File: config.mk
export PLATFORM = sky130hd
export DESIGN_NAME = dmem_ctrl
export DESIGN_NICKNAME = d
export VERILOG_FILES = /design/src/rtl/dmem_ctrl_pkg.sv /design/src/rtl/dmem_ctrl_clr_seq.sv /design/src/rtl/dmem_ctrl.sv
export SDC_FILE = /design/constraint.sdc
export NUM_CORES = 1
export LEC_CHECK = 0
export BUFFER_PORTS_ARGS = -buffer_cell sky130_fd_sc_hd__buf_2
export CAP_MARGIN = 0
export CORE_ASPECT_RATIO = 1.4
export CORE_UTILIZATION = 35
export CTS_BUF_LIST = sky130_fd_sc_hd__clkbuf_8
export CTS_CLUSTER_DIAMETER = 30
export DETAILED_ROUTE_END_ITERATION = 10
export PLACE_DENSITY_LB_ADDON = 0.08
export SYNTH_ARGS = -nofsm -noshare
export SYNTH_HDL_FRONTEND = slang
export SYNTH_SLANG_ARGS = --single-unit
File: constraint.sdc
create_clock -name clk -period 3.1 [get_ports clk]
set_clock_uncertainty 0.1 [all_clocks]
set_input_delay 0.465 -clock clk [delete_from_list [all_inputs] [get_ports clk]]
set_output_delay 0.465 -clock clk [all_outputs]
set_load 0.01 [all_outputs]
File: src/rtl/dmem_ctrl_pkg.sv
// Shared types and constants for the data-memory controller.
// The CLR state exists only when MEM_CLEAR_EN is defined.
package dmem_ctrl_pkg;

    localparam int ADDR_W_DEF = 8;
    localparam int DATA_W_DEF = 16;

    // Value written to every location by the clear sequencer
    localparam logic [15:0] CLEAR_PATTERN = 16'h0000;

    typedef enum logic [1:0] {
        IDLE    = 2'd0,
        WR      = 2'd1,
        RD_WAIT = 2'd2
`ifdef MEM_CLEAR_EN
        ,
        CLR     = 2'd3
`endif
    } state_t;

endpackage

File: src/rtl/dmem_ctrl_clr_seq.sv
// Clear sequencer for dmem_ctrl: walks every RAM address once and pulses done.
// Instantiated by dmem_ctrl only when MEM_CLEAR_EN is defined.
module mem_clr_seq
    import dmem_ctrl_pkg::*;
#(
    parameter int ADDR_W = ADDR_W_DEF
) (
    input  logic              clk,
    input  logic              reset,
    input  logic              start,
    input  logic              run,
    output logic [ADDR_W-1:0] addr,
    output logic              last,
    output logic              done
);

    assign last = (addr == '1);

    always_ff @(posedge clk or posedge reset) begin
        if (reset) begin
            addr <= '0;
            done <= 1'b0;
        end else begin
            if (start) begin
                addr <= '0;
            end else if (run) begin
                addr <= addr + ADDR_W'(1);
            end
            // Fires in the cycle after the final address is written
            done <= run && last;
        end
    end

endmodule

File: src/rtl/dmem_ctrl.sv
// Single-port data-memory controller: one-cycle writes, RD_LAT-cycle reads, registered RAM port.
// Optional whole-memory clear sequencer compiled in with `define MEM_CLEAR_EN.
module dmem_ctrl
    import dmem_ctrl_pkg::*;
#(
    parameter int ADDR_W = ADDR_W_DEF,
    parameter int DATA_W = DATA_W_DEF,
    parameter int RD_LAT = 1
) (
    input  logic              clk,
    input  logic              reset,
    input  logic              req,
    input  logic              req_we,
    input  logic [ADDR_W-1:0] req_addr,
    input  logic [DATA_W-1:0] req_wdata,
    output logic              busy,
    output logic              ack,
    output logic [DATA_W-1:0] rdata,
    output logic              ram_we,
    output logic [ADDR_W-1:0] ram_addr,
    output logic [DATA_W-1:0] ram_din,
`ifdef MEM_CLEAR_EN
    input  logic              clr_start,
    output logic              clr_done,
`endif
    input  logic [DATA_W-1:0] ram_dout
);

    localparam logic [1:0] LAST_WAIT = 2'(RD_LAT - 1);

    state_t            state, state_n;
    logic [1:0]        wait_cnt, wait_cnt_n;
    logic              ack_n;
    logic              ram_we_n;
    logic [ADDR_W-1:0] ram_addr_n;
    logic [DATA_W-1:0] ram_din_n;
    logic [DATA_W-1:0] rdata_n;

`ifdef MEM_CLEAR_EN
    logic [ADDR_W-1:0] clr_addr;
    logic              clr_last;
    logic              clr_go;
    logic              clr_run;

    assign clr_run = (state == CLR);

    mem_clr_seq #(
        .ADDR_W(ADDR_W)
    ) u_clr_seq (
        .clk   (clk),
        .reset (reset),
        .start (clr_go),
        .run   (clr_run),
        .addr  (clr_addr),
        .last  (clr_last),
        .done  (clr_done)
    );
`endif

    assign busy = (state != IDLE);

    always_ff @(posedge clk or posedge reset) begin
        if (reset) begin
            state <= IDLE;
        end else begin
            state <= state_n;
        end
    end

    always_comb begin
        state_n    = state;
        wait_cnt_n = wait_cnt;
        ack_n      = 1'b0;
        ram_we_n   = 1'b0;
        ram_addr_n = ram_addr;
        ram_din_n  = '0;
        rdata_n    = rdata;
`ifdef MEM_CLEAR_EN
        clr_go     = 1'b0;
`endif
        case (state)
            IDLE: begin
`ifdef MEM_CLEAR_EN
                // Clear wins over a simultaneous request, which is dropped
                if (clr_start) begin
                    state_n    = CLR;
                    clr_go     = 1'b1;
                    ram_we_n   = 1'b1;
                    ram_addr_n = '0;
                    ram_din_n  = DATA_W'(CLEAR_PATTERN);
                end else
`endif
                if (req) begin
                    ram_addr_n = req_addr;
                    wait_cnt_n = 2'd0;
                    if (req_we) begin
                        state_n   = WR;
                        ram_we_n  = 1'b1;
                        ram_din_n = req_wdata;
                    end else begin
                        state_n = RD_WAIT;
                    end
                end
            end
            WR: begin
                state_n = IDLE;
                ack_n   = 1'b1;
            end
            RD_WAIT: begin
                // Address is held; data is taken on the edge closing the last wait cycle
                if (wait_cnt == LAST_WAIT) begin
                    state_n    = IDLE;
                    ack_n      = 1'b1;
                    rdata_n    = ram_dout;
                    wait_cnt_n = 2'd0;
                end else begin
                    wait_cnt_n = wait_cnt + 2'd1;
                end
            end
`ifdef MEM_CLEAR_EN
            CLR: begin
                if (clr_last) begin
                    state_n = IDLE;
                end else begin
                    ram_we_n   = 1'b1;
                    ram_addr_n = clr_addr + ADDR_W'(1);
                    ram_din_n  = DATA_W'(CLEAR_PATTERN);
                end
            end
`endif
            default: begin
                state_n = IDLE;
            end
        endcase
    end

    always_ff @(posedge clk or posedge reset) begin
        if (reset) begin
            wait_cnt <= 2'd0;
            ack      <= 1'b0;
            ram_we   <= 1'b0;
            ram_addr <= '0;
            ram_din  <= '0;
            rdata    <= '0;
        end else begin
            wait_cnt <= wait_cnt_n;
            ack      <= ack_n;
            ram_we   <= ram_we_n;
            ram_addr <= ram_addr_n;
            ram_din  <= ram_din_n;
            rdata    <= rdata_n;
        end
    end

endmodule

# Yosys cells after proc, flatten, opt, wreduce, memory -nomap -nowiden
# Index checks and enable logic that the tools add are counted.
# totals
out_inout_bits	43
word_cells	35
regBits	46
# classes
eq_ne	4
n_mux	15
n_reduce_logical	8
n_addsub	1
# op_table
cell	count
2-to-1 mux 16 bit	3
2-to-1 mux 2 bit	5
case mux 2 bit (2 select lines)	2
AND reduction 2 bit	4
logical NOT 2 bit	2
2-to-1 mux 1 bit	4
inequality test 2 bit (second input constant)	2
nonzero test 2 bit	2
adder 2 x 1 -> 2 bit (second input constant)	1
== test 2 x 1 -> 1 bit (second input constant)	1
== test 2 bit (second input constant)	1
case mux 1 bit (2 select lines)	1

# Logic depth before layout (Yosys ltp)
# Gate-level depths: netlist of run 1.
# logic_depth
ltp_word	3
ltp_mapped	5
depth_no_buf	5

# Least setup slack after synthesis of run 1
# OpenSTA, ideal clock, no wires.
# synth_timing
path_type	reg2reg
from	register state[0]
to	register rdata[0]
slack_ns	1.615
stages_incl_launch_ff	6
arrival_ns	1.260
setup_time_ns	0.125
path_cell_list	dfrtp_1 > inv_1 > ha_1 > nand2_4 > buf_6 > mux2_4
# synth_via
elab_chain_len	2
# synth_lines
item	line_no	text
start, declared	dmem_ctrl.sv:31	state_t state, state_n;
start signal, assigned	dmem_ctrl.sv:66	state <= state_n;
== test 2 bit	dmem_ctrl.sv:81	case (state)
AND reduction 2 bit (no line)	-	
end signal, assigned	dmem_ctrl.sv:151	rdata <= rdata_n;
end, declared	dmem_ctrl.sv:18	output logic [DATA_W-1:0] rdata,
# No other way between the ends.
# A chain may end at the register's enable or synchronous reset.

# Final worst setup path of run 1
# layout_timing
from	register state[1]
to	output busy
# layout_via
elab_chain_len	1
# layout_lines
item	line_no	text
nonzero test 2 bit	dmem_ctrl.sv:60	assign busy = (state != IDLE);
end, declared	dmem_ctrl.sv:16	output logic busy,
# No other way between the ends.

==> results of run 1 <==
==> routing by layer <==
layer	wire, um	vias up
met5	0	-
met2	1830	63
met4	44	0
met3	257	4
met1	1340	571
li1	-	571
==> placed cells by master, fill, tap and decap left out, drive strengths merged <==
cell type   n
a21oi       1
a32o        2
and2       15
and3        1
and4        1
buf        86
clkbuf      5
clkinv      2
clkinvlp    1
dfrtp      46
ha          5
inv         6
mux2       24
nand2       3
nand2b      1
nand3       1
nand4b      1
nor2b       3
o21ai       4
or2b        1
==> critical path, cell delays in order, from the launching register on <==
cell,delay [ns]
dfrtp_1,0.41
inv_1,0.11
ha_1,0.30
inv_1,0.08
buf_2,0.15
==> cell families (layout without fill, tap and decap cells) <==
family                   after synthesis  in the layout
adder cells (fa/ha/maj)                5              5
multiplexers                          24             24
buffers and inverters                  8            100
AO/OA/AOI/OAI                          7              7
flip-flops                            46             46
AND/OR/NAND/NOR                       27             27
==> per-stage QoR <==
stage                     power, mW  hold WS [ns]
after floorplan                1.13         0.366
after global placement         1.32         0.376
after detailed placement       1.33         0.389
after CTS                      1.70         0.251
after global routing           1.78         0.250
final                          1.67         0.265
==> where the power goes <==
group	switching (mW)	internal, mW	total, mW
logic	0.226	0.277	0.503
registers	0.0669	0.745	0.812
clock network	0.198	0.158	0.357
==> sequential cells by signal (all words and copies together) (netlist names) <==
| register | flops |
|---|---|
| ack | 1 |
| ram_addr | 8 |
| ram_din | 16 |
| ram_we | 1 |
| rdata | 16 |
| state | 2 |
| wait_cnt | 2 |
==> cell type report <==
class                   count  area, sq um
fillers                   463         2520
inverters                   6         22.5
multi-input cells          63          589
clock inverters             3         21.3
well taps                  64         80.1
flip-flops and latches     46         1150
clock buffers               5         68.8
repair buffers             86          430
==> final timing paths <==
check	start	to	slack (ns)	depth (start not counted)
min in group asynchronous	reset	ram_addr[6]$_DFFE_PP0P_	0.27	2
worst min register to register	rdata[10]$_DFFE_PP0P_	rdata[10]$_DFFE_PP0P_	0.40	1
worst max-delay path	state[1]$_DFFE_PP0P_	busy	1.19	4
max in group asynchronous	reset	ram_din[13]$_DFF_PP0_	2.05	2
worst max register to register	state[0]$_DFFE_PP0P_	ram_addr[4]$_DFFE_PP0P_	1.45	4
worst min-delay path	req_wdata[1]	ram_din[1]$_DFF_PP0_	0.26	2
==> results.sh, run 1 <==
export IMPL_design_area_sq_mm=0.00236
export IMPL_first_pass_iters=2
export IMPL_crit_path_end_kind="output pin"
export IMPL_fin_util=0.484
export IMPL_grt_overflow=0
export IMPL_n_antenna_cell=0
export IMPL_first_global_vias=1292
export IMPL_finalCritPeriodShare=0.615
export IMPL_yosys_warnings=0
export IMPL_clock_sinks=46
export IMPL_syn_num_nets=166
export IMPL_finalWorstSetupSlack_ns=1.19
export IMPL_path_max_fanout=8
export IMPL_cts_tree="done"
export IMPL_die_area_sq_mm=0.00538
export IMPL_max_cap_violations=0
export IMPL_pre_cts_ws_ns=1.45
export IMPL_rsz0062_at_grt="no"
export IMPL_grtUsageMet1=0.155
export IMPL_fp_row_count=30
export IMPL_final_setup_tns_ns=0
export IMPL_ir_worst_vdd_uv=352
export IMPL_initial_core_util=0.365
export IMPL_core_area_sq_mm=0.00488
export IMPL_routedWlPerCell_um=12.7
export IMPL_dieHeight_um=86.4
export IMPL_synthesis_area_sq_mm=0.00178
export IMPL_critPathLaunchType="flip-flop"
export IMPL_dp_hpwl_um=2530
export IMPL_max_freq_ghz=0.524
export IMPL_yosys_area_share_adder=0.0352
export IMPL_ant_nets=0
export IMPL_antenna_found_initial=0
export IMPL_synth_cell_types=20
export IMPL_slew_headroom=0.382
export IMPL_drt_vias_per_instance=4.43
export IMPL_finalCriticalPeriod_ns=1.91
export IMPL_synth_seq_area_share=0.647
export IMPL_synth_simple_area_share=0.0977
export IMPL_syn_avg_cell_area_sq_um=15.2
export IMPL_required_ns=2.53
export IMPL_synth_compound_area_frac=0.0253
export IMPL_synth_xor_area_frac=0
export IMPL_powerDensity_mw_per_mm2=707
export IMPL_drv_slew=0
export IMPL_fp_dieW_um=62.3
export IMPL_io_buffers=86
export IMPL_fin_cells=273
export IMPL_use_met3=0.0421
export IMPL_synth_top_family_by_area="multiplexers"
export IMPL_async_flop_share=1.00
export IMPL_top_usage_layer="met2"
export IMPL_cts_hold_buf=0
export IMPL_vias=1209
export IMPL_clkTransAtPathRegs_ns=0.09
export IMPL_yosys_top_cells_count="46 x dfrtp_1, 15 x and2_1, 14 x mux2_2, 10 x mux2_4, 6 x inv_1"
export IMPL_clock_latency_ns=0.29
export IMPL_status="complete, no violations"
export IMPL_cts_root_buf="clkbuf_8"
export IMPL_post_synth_top_count_cell="dfrtp_1"
export IMPL_synth_enable_flop_cells=0
export IMPL_gp_congestion=0.760
export IMPL_synth_area_leaders="dfrtp_1 65%, mux2_2 8.9%, mux2_4 8.4%"
export IMPL_clock_path_buffers=2
export IMPL_grt_max_degree=47
export IMPL_syn_to_final_growth_pct=32.8
export IMPL_ys_flop_type="dfrtp_1"
export IMPL_worst_slew_pin_slew_ns=0.925
export IMPL_yosys_area_top_type_share=0.647
export IMPL_drtIter0Drc=9
export IMPL_io_pins=87
export IMPL_h_tree_depth=2
export IMPL_drc=0
export IMPL_ctsResizeCount=0
export IMPL_min_path_type="primary input to flip-flop"
export IMPL_hold_viol_final=0
export IMPL_synth_cells=117
export IMPL_placed_area_sq_mm=0.00227
export IMPL_track_usage=0.142
export IMPL_synth_seq_cells=46
export IMPL_synth_top_area_cell="dfrtp_1"
export IMPL_leakagePower_nw=1.27
export IMPL_nets=257
export IMPL_critPathKind="flip-flop to output pin"
export IMPL_arrival_ns=1.34
export IMPL_placed_cells=265
export IMPL_post_cts_buffers=0
export IMPL_setup_viol=0
export IMPL_synth_area_mux_share=0.173
export IMPL_cts_made_buffers=5
export IMPL_met2_usage=0.258
export IMPL_grt_pass1_wl_um=5870
export IMPL_drt_total_wl_um=3470
export IMPL_drive_gt1_frac=0.574
Note: power is estimated with default switching activity, not from simulation.
==> run 2: changes to the inputs <==
clock period = 1.6 ns   (was 3.1 ns; I/O delays follow)
==> run 2 against run 1 <==
  * Sequential power is 93% higher
  * Wire length is 0.55% lower
  * Final cell count is 1.1% higher
  * Worst setup slack worse by 1.1 ns
  * Via count is 2.2% higher
  * Flip-flop and latch count stayed put
  * Global-route usage is 0.56 points lower
  * Total power is 100% higher
  * Critical endpoint unchanged
  * Largest power group unchanged
==> results.sh, run 2 (synthesis gave the netlist of run 1 again) <==
export IMPL_n_antenna_cell=0
export IMPL_clock_path_buffers=2
export IMPL_leakagePower_nw=1.30
export IMPL_gp_congestion=0.659
export IMPL_io_buffers=86
export IMPL_h_tree_depth=2
export IMPL_min_path_type="primary input to flip-flop"
export IMPL_finalCritPeriodShare=0.943
export IMPL_placed_cells=267
export IMPL_antenna_found_initial=0
export IMPL_slew_headroom=0.735
export IMPL_core_area_sq_mm=0.00488
export IMPL_setup_viol=0
export IMPL_track_usage=0.136
export IMPL_initial_core_util=0.365
export IMPL_slowest_delay_ns=0.41
export IMPL_final_common_cell="buf_2"
export IMPL_cts_tree="done"
export IMPL_vias=1235
export IMPL_cts_root_buf="clkbuf_8"
export IMPL_path_max_fanout=8
export IMPL_fin_util=0.500
export IMPL_first_global_vias=1176
export IMPL_crit_family="flip-flops"
export IMPL_status="complete, no violations"
export IMPL_grt_max_degree=32
export IMPL_fp_dieW_um=62.3
export IMPL_arrival_ns=1.17
export IMPL_clock_sinks=46
export IMPL_path_cells="inv_2 -> ha_4 -> inv_1 -> buf_2"
export IMPL_critPathKind="flip-flop to output pin"
export IMPL_placed_area_sq_mm=0.00230
export IMPL_drt_vias_per_instance=4.47
export IMPL_finalCriticalPeriod_ns=1.51
export IMPL_crit_path_end_kind="output pin"
export IMPL_drv_slew=0
export IMPL_grt_overflow=0
export IMPL_powerDensity_mw_per_mm2=1400
export IMPL_ant_nets=0
export IMPL_drt_total_wl_um=3450
export IMPL_max_freq_ghz=0.663
export IMPL_reg_top3="ram_din: 16 flops, rdata: 16 flops, ram_addr: 8 flops"
export IMPL_post_cts_buffers=0
export IMPL_die_area_sq_mm=0.00538
export IMPL_clkTransAtPathRegs_ns=0.08
export IMPL_max_cap_violations=0
export IMPL_worstPathBufferInverterCount=3
export IMPL_final_setup_tns_ns=0
export IMPL_layout_common_cells="86 x buf_2, 46 x dfrtp_1, 15 x and2_1"
export IMPL_grt_pass1_wl_um=5490
export IMPL_clock_latency_ns=0.29
export IMPL_dp_hpwl_um=2600
export IMPL_fp_row_count=30
export IMPL_required_ns=1.26
export IMPL_first_pass_iters=3
export IMPL_nets=260
export IMPL_drc=0
export IMPL_design_area_sq_mm=0.00244
export IMPL_ir_worst_vdd_uv=645
export IMPL_worst_slew_pin_slew_ns=0.398
export IMPL_hold_viol_final=0
export IMPL_syn_to_final_growth_pct=37.1
export IMPL_critPathLaunchType="flip-flop"
export IMPL_hold_ws_ns=0.0463
export IMPL_critPathSlowestCell="dfrtp_1"
export IMPL_cts_made_buffers=5
export IMPL_routedWlPerCell_um=12.5
export IMPL_io_pins=87
export IMPL_fin_cells=276
export IMPL_drive_gt1_frac=0.604
export IMPL_dieHeight_um=86.4
export IMPL_drtIter0Drc=15
[run 2: worst paths after layout]
kind	start	to	slack, ns	depth (start not counted)
max in group asynchronous	reset	rdata[9]$_DFFE_PP0P_	0.56	4
worst max register to register	state[0]$_DFFE_PP0P_	state[0]$_DFFE_PP0P_	0.11	6
worst min register to register	rdata[11]$_DFFE_PP0P_	rdata[11]$_DFFE_PP0P_	0.40	1
min in group asynchronous	reset	rdata[14]$_DFFE_PP0P_	0.36	3
worst min-delay path	req_wdata[7]	ram_din[7]$_DFF_PP0_	0.05	2
worst max-delay path	state[0]$_DFFE_PP0P_	busy	0.09	4
[run 2: power by group]
group | internal (mW) | total [mW] | switching [mW]
logic | 0.560 | 1.01 | 0.447
registers | 1.44 | 1.57 | 0.128
clock network | 0.459 | 0.830 | 0.371
total | 2.46 | 3.41 | 0.946
[run 2: layer usage]
metal  part of all wire  up-vias  track usage
met4              0.016        0       0.0571
met2               0.50       63        0.231
met1               0.40      589        0.160
met3              0.078        5       0.0447
li1                   -      578            -
met5                  0        -            0
[run 2: timing repair]
item                                    CTS  global route
endpoints found under the hold margin    15             0
endpoints found under the setup margin   19            24
gates resized for setup                   2             5
pin swaps                                 0             1
hold buffers                              1             0
[run 2: final cells by class]
class | instances | area [sq um]
clock buffers | 5 | 68.8
clock inverters | 3 | 40.0
fillers | 466 | 2440
inverters | 6 | 22.5
multi-input cells | 63 | 609
flip-flops and latches | 46 | 1150
well taps | 64 | 80.1
repair buffers | 89 | 468
[run 2: per-stage QoR]
step,setup slack (ns),total power [mW]
CTS,0.0339,3.46
global route,-0.00339,3.61
global placement,0.0397,2.57
floorplan,0.115,2.18
detailed placement,-0.0532,2.60
finish,0.0917,3.41
